===== src/rtl/data_cache.sv =====
// Direct-mapped, write-through, no-write-allocate data cache with one 32-bit word per line.
// Hits complete in zero stall cycles; misses and all stores go through a memory handshake.
module data_cache #(
  parameter int unsigned SETS = 16
) (
  input  logic        clk,
  input  logic        rst_n,
  input  logic        CacheEn,
  input  logic        MemWrite,
  input  logic [2:0]  DataWidth,
  input  logic [31:0] addr,
  input  logic [31:0] wdata,
  output logic [31:0] rdata,
  output logic        Stall,
  output logic        mem_req,
  output logic        mem_we,
  output logic [31:0] mem_addr,
  output logic [31:0] mem_wdata,
  output logic [3:0]  mem_wstrb,
  input  logic        mem_ack,
  input  logic [31:0] mem_rdata,
  output logic [15:0] hit_count,
  output logic [15:0] miss_count
);
  localparam int unsigned IW = $clog2(SETS);
  localparam int unsigned TW = 30 - IW;

  typedef enum logic [1:0] {IDLE, REFILL, WRITE, RESP} state_t;
  state_t state;

  logic [SETS-1:0] valid;
  logic [TW-1:0]   tag_mem  [SETS];
  logic [31:0]     data_mem [SETS];

  logic [IW-1:0] index;
  logic [TW-1:0] tag;
  logic [31:0]   line;
  logic          hit;
  logic [3:0]    strb;
  logic [31:0]   wrep;
  logic [15:0]   half_sel;
  logic [7:0]    byte_sel;
  logic [31:0]   load_val;

  assign index = addr[2 +: IW];
  assign tag   = addr[31 -: TW];
  assign line  = data_mem[index];
  assign hit   = valid[index] && (tag_mem[index] == tag);

  // Reserved DataWidth codes fall into the default (word) arm.
  always_comb begin
    strb     = 4'b1111;
    wrep     = wdata;
    half_sel = addr[1] ? line[31:16] : line[15:0];
    byte_sel = line[{addr[1:0], 3'b000} +: 8];
    load_val = line;
    case (DataWidth[1:0])
      2'b01: begin
        strb     = addr[1] ? 4'b1100 : 4'b0011;
        wrep     = {2{wdata[15:0]}};
        load_val = DataWidth[2] ? {16'h0000, half_sel} : {{16{half_sel[15]}}, half_sel};
      end
      2'b10: begin
        strb     = 4'b0001 << addr[1:0];
        wrep     = {4{wdata[7:0]}};
        load_val = DataWidth[2] ? {24'h000000, byte_sel} : {{24{byte_sel[7]}}, byte_sel};
      end
      default: ;
    endcase
  end

  always_comb begin
    Stall = 1'b0;
    rdata = '0;
    case (state)
      IDLE: begin
        Stall = CacheEn && (MemWrite || !hit);
        if (CacheEn && !MemWrite && hit) rdata = load_val;
      end
      REFILL, WRITE: Stall = 1'b1;
      RESP: if (!MemWrite) rdata = load_val;
      default: ;
    endcase
  end

  always_ff @(posedge clk or negedge rst_n) begin
    if (!rst_n) begin
      state      <= IDLE;
      valid      <= '0;
      hit_count  <= '0;
      miss_count <= '0;
      mem_req    <= 1'b0;
      mem_we     <= 1'b0;
      mem_addr   <= '0;
      mem_wdata  <= '0;
      mem_wstrb  <= '0;
    end else begin
      case (state)
        IDLE: if (CacheEn) begin
          if (hit) hit_count  <= hit_count + 16'd1;
          else     miss_count <= miss_count + 16'd1;
          if (MemWrite) begin
            state     <= WRITE;
            mem_req   <= 1'b1;
            mem_we    <= 1'b1;
            mem_addr  <= {addr[31:2], 2'b00};
            mem_wdata <= wrep;
            mem_wstrb <= strb;
          end else if (!hit) begin
            state     <= REFILL;
            mem_req   <= 1'b1;
            mem_we    <= 1'b0;
            mem_addr  <= {addr[31:2], 2'b00};
            mem_wstrb <= '0;
          end
        end
        REFILL: if (mem_ack) begin
          valid[index] <= 1'b1;
          mem_req      <= 1'b0;
          state        <= RESP;
        end
        WRITE: if (mem_ack) begin
          mem_req   <= 1'b0;
          mem_we    <= 1'b0;
          mem_wstrb <= '0;
          state     <= RESP;
        end
        RESP: state <= IDLE;
        default: state <= IDLE;
      endcase
    end
  end

  // Arrays are not reset; updates are keyed on state, which reset forces to IDLE.
  always_ff @(posedge clk) begin
    if (state == REFILL && mem_ack) begin
      data_mem[index] <= mem_rdata;
      tag_mem[index]  <= tag;
    end else if (state == WRITE && mem_ack && hit) begin
      for (int unsigned i = 0; i < 4; i++)
        if (mem_wstrb[i]) data_mem[index][8*i +: 8] <= mem_wdata[8*i +: 8];
    end
  end
endmodule


===== config.mk =====
export PLATFORM = sky130hd
export DESIGN_NAME = data_cache
export DESIGN_NICKNAME = d
export VERILOG_FILES = /design/src/rtl/data_cache.sv
export SDC_FILE = /design/constraint.sdc
export NUM_CORES = 1
export LEC_CHECK = 0
export CORE_MARGIN = 8
export CORE_UTILIZATION = 50
export DETAILED_ROUTE_END_ITERATION = 8
export MAX_ROUTING_LAYER = met4
export PLACE_DENSITY = 0.81
export SKIP_CTS_REPAIR_TIMING = 1
export SLEW_MARGIN = 15
export SYNTH_ARGS = -nofsm -noshare
export SYNTH_HDL_FRONTEND = slang
export SYNTH_SLANG_ARGS = --single-unit

===== constraint.sdc =====
create_clock -name clk -period 8.01 [get_ports clk]
set_clock_uncertainty 0.05 [all_clocks]
set_input_delay 2.403 -clock clk [delete_from_list [all_inputs] [get_ports clk]]
set_output_delay 2.403 -clock clk [all_outputs]
set_load 0.005 [all_outputs]

==> results.cfg <==
[run_status]
status = finished with violations
violations = negative setup slack

[sta]
rsz0062_at_grt = true
fin_crit_ps = 8153
max_slew.worst_pin.slew_ps = 1121
hold_violations = 0
setup_ws_ps = -143.1
maxSlewHeadroom_pct = 25.11
slew_violations = 0
timing.fmax_mhz = 122.7
finalSetupTns_ps = -2853
setup_viol = 28
period_share_pct = 101.8

[hold_path]
hold_path.startpoint = valid[1]
min_path_type = reg -> reg

[cells_and_area]
drive_above_1_share_pct = 30.64
multiInputGateArea_um2 = 11640
seqCellArea_um2 = 30820
area_growth_pct = 22.01
final_area_um2 = 52110
nets = 2899
fill_cells = 5710
utilization_pct = 61.39

[global_routing]
track_usage_pct = 24.36
grt_pass1_wl_um = 167200
grt_max_degree = 78
grt_overflow = 0
antenna_found_initial = 1
grt_pass1_vias = 25890

[drt]
drt_iter0_drc = 3173
drc = 0
ant_nets = 0
dr.pass1.iters = 5
routedWlPerCell_um = 29.04
via_per_inst = 6.207
wl_um = 116600
vias = 24920

[place]
port_buffers = 236
gp_congestion = 0.9323
post_dp_cell_area_um2 = 48180
preCtsSetupSlack_ps = -826.1
hpwlAfterDp_um = 74700

[synthesis]
synth_top_area_share_pct = 65.25
syn_inst = 2280
seq_area_frac_synth_pct = 72.17
synthDistinctLibCells = 72
yosysWarnings = 0
syn_area_um2 = 42710
synth_most_common_cell = edfxtp_1
yosys.area.top_type = edfxtp_1
synth_edf_count = 928
synth_ff_type = edfxtp_1
synth_common_cells = 928 x edfxtp_1, 235 x mux4_2, 176 x nor2_1
synthTopCellsByArea = edfxtp_1 65%, mux4_2 12%, dfrtp_1 6.9%
async_reset_ff_share_pct = 11.28
ys_ff_latch = 1046
syn_avg_cell_area_um2 = 18.73

[critical_path]
critical_path.top_delay_family = buffers and inverters
cpPeakStageDelay_ps = 580
path_buf_inv = 6
critPathKind = in -> out
startpoint = addr[3]
reg2reg_from = tag_mem[11][5]
slowest_stage = or4b_4
crit_path_end_kind = output pin
crit_arrival_ps = 5700
required_ps = 5560
crit_path_cell_trace = buf_16, mux4_2, mux2i_2, xnor2_1, or4b_4, a2111oi_2, buf_4, nand4_1, buf_6, buf_6, a21bo_4, buf_6, a21oi_2, buf_2
crit_fanout = 7
cpMostUsedCell = buf_6
start_kind = input pin

[die]
die_x_um = 308.3
start_util_pct = 50.31
ios = 239
rows = 107
dieArea_um2 = 95020
core_area_um2 = 84880
die_height_um = 308.3

[cts]
cts_tree = built
root_buffer = clkbuf_16
cts_htree_levels = 3
clock_latency_ps = 670
clk_pin_slew_ps = 60
clock_path_buffers = 3
cts_buffers = 97
clock-sinks = 1046

[pwr]
power.density_nw_per_um2 = 251.7
ir_drop_mv = 0.2016
p_total_uw = 13110
p_leak_uw = 0.01811

[flow_run]
maxCapViolCount = 0
## worst reg2reg max path: stages, from the launching register on
cell       delay [ps]
edfxtp_1          390
mux4_2            490
mux2i_2           200
xnor2_1           110
or4b_4            580
a2111oi_2         390
buf_4             180
nand4_1           200
buf_6             220
buf_4             220
o21a_1            420
nor2_1            780
## worst paths after layout
check                                 endpoint  slack, ps  depth (start not counted)
worst max-delay path                 rdata[15]       -140                         14
worst min-delay path                  valid[1]        420                          1
worst max register to register  data_mem[7][2]       3400                         11
worst min register to register        valid[1]        420                          1
max in group asynchronous        mem_wdata[26]       5140                          2
min in group asynchronous         mem_addr[31]       1620                          1
## metrics by stage
stage | hold WS [ps] | std cells
finish | 416.3 | 4014
global route | 435.8 | 4013
CTS | 416.7 | 3984
detailed placement | 401.5 | 3802
global placement | 395.4 | 3800
floorplan | 383.7 | 2281
## layout by cell type (no fill, tap or decap), drive strengths merged, types with 14 or more instances in the layout
cell           count
a22oi             30
nor3              18
nand2            107
a21oi             59
and3              28
buf              314
a221oi            14
inv               19
xor2              25
nand3             21
edfxtp           928
nor2             181
a22o              14
clkinv            31
dfrtp            118
o21ai             23
xnor2             31
mux2              77
mux4             235
or2               17
clkdlybuf4s50    198
clkbuf           150
mux2i             93
## layout make-up
cell class,count,share of cell area [%]
Antenna cell,1,0.004803
Clock buffer,139,5.254
Clock inverter,43,0.8909
Inverter,17,0.1225
Multi-Input combinational cell,1098,22.33
Sequential cell,1046,59.15
Tap cell,1144,2.747
Timing Repair Buffer,526,9.500
## sequential cells by signal, indices dropped and copies added (netlist names)
signal and flops:
mem_wstrb 4, mem_req 1, valid 16, hit_count 16
miss_count 16, mem_wdata 32, state 2, tag_mem 416
mem_addr 30, mem_we 1, data_mem 512
## power by group
part | total (uW) | internal (uW) | switching, uW
logic | 2020 | 1020 | 996
clock network | 4640 | 2650 | 1990
registers | 6460 | 6230 | 221
total | 13100 | 9900 | 3210
## routing by layer
metal | vias to the layer above | global-route usage (%) | wire length [um]
met3 | 345 | 5.513 | 12190
met5 | - | - | 0
met2 | 1703 | 39.56 | 57730
met4 | 0 | 9.780 | 5099
met1 | 12710 | 29.77 | 41550
li1 | 10160 | - | -
## cell families after synthesis
kind of cell,synth area share (%)
other cells,0.008781
simple gates,4.635
fa+ha+maj,0.2637
flops,72.17
buf+inv,1.711
xor+xnor,1.148
mux,16.86
compound gates,3.208
Power figures use the tool's default switching activity.
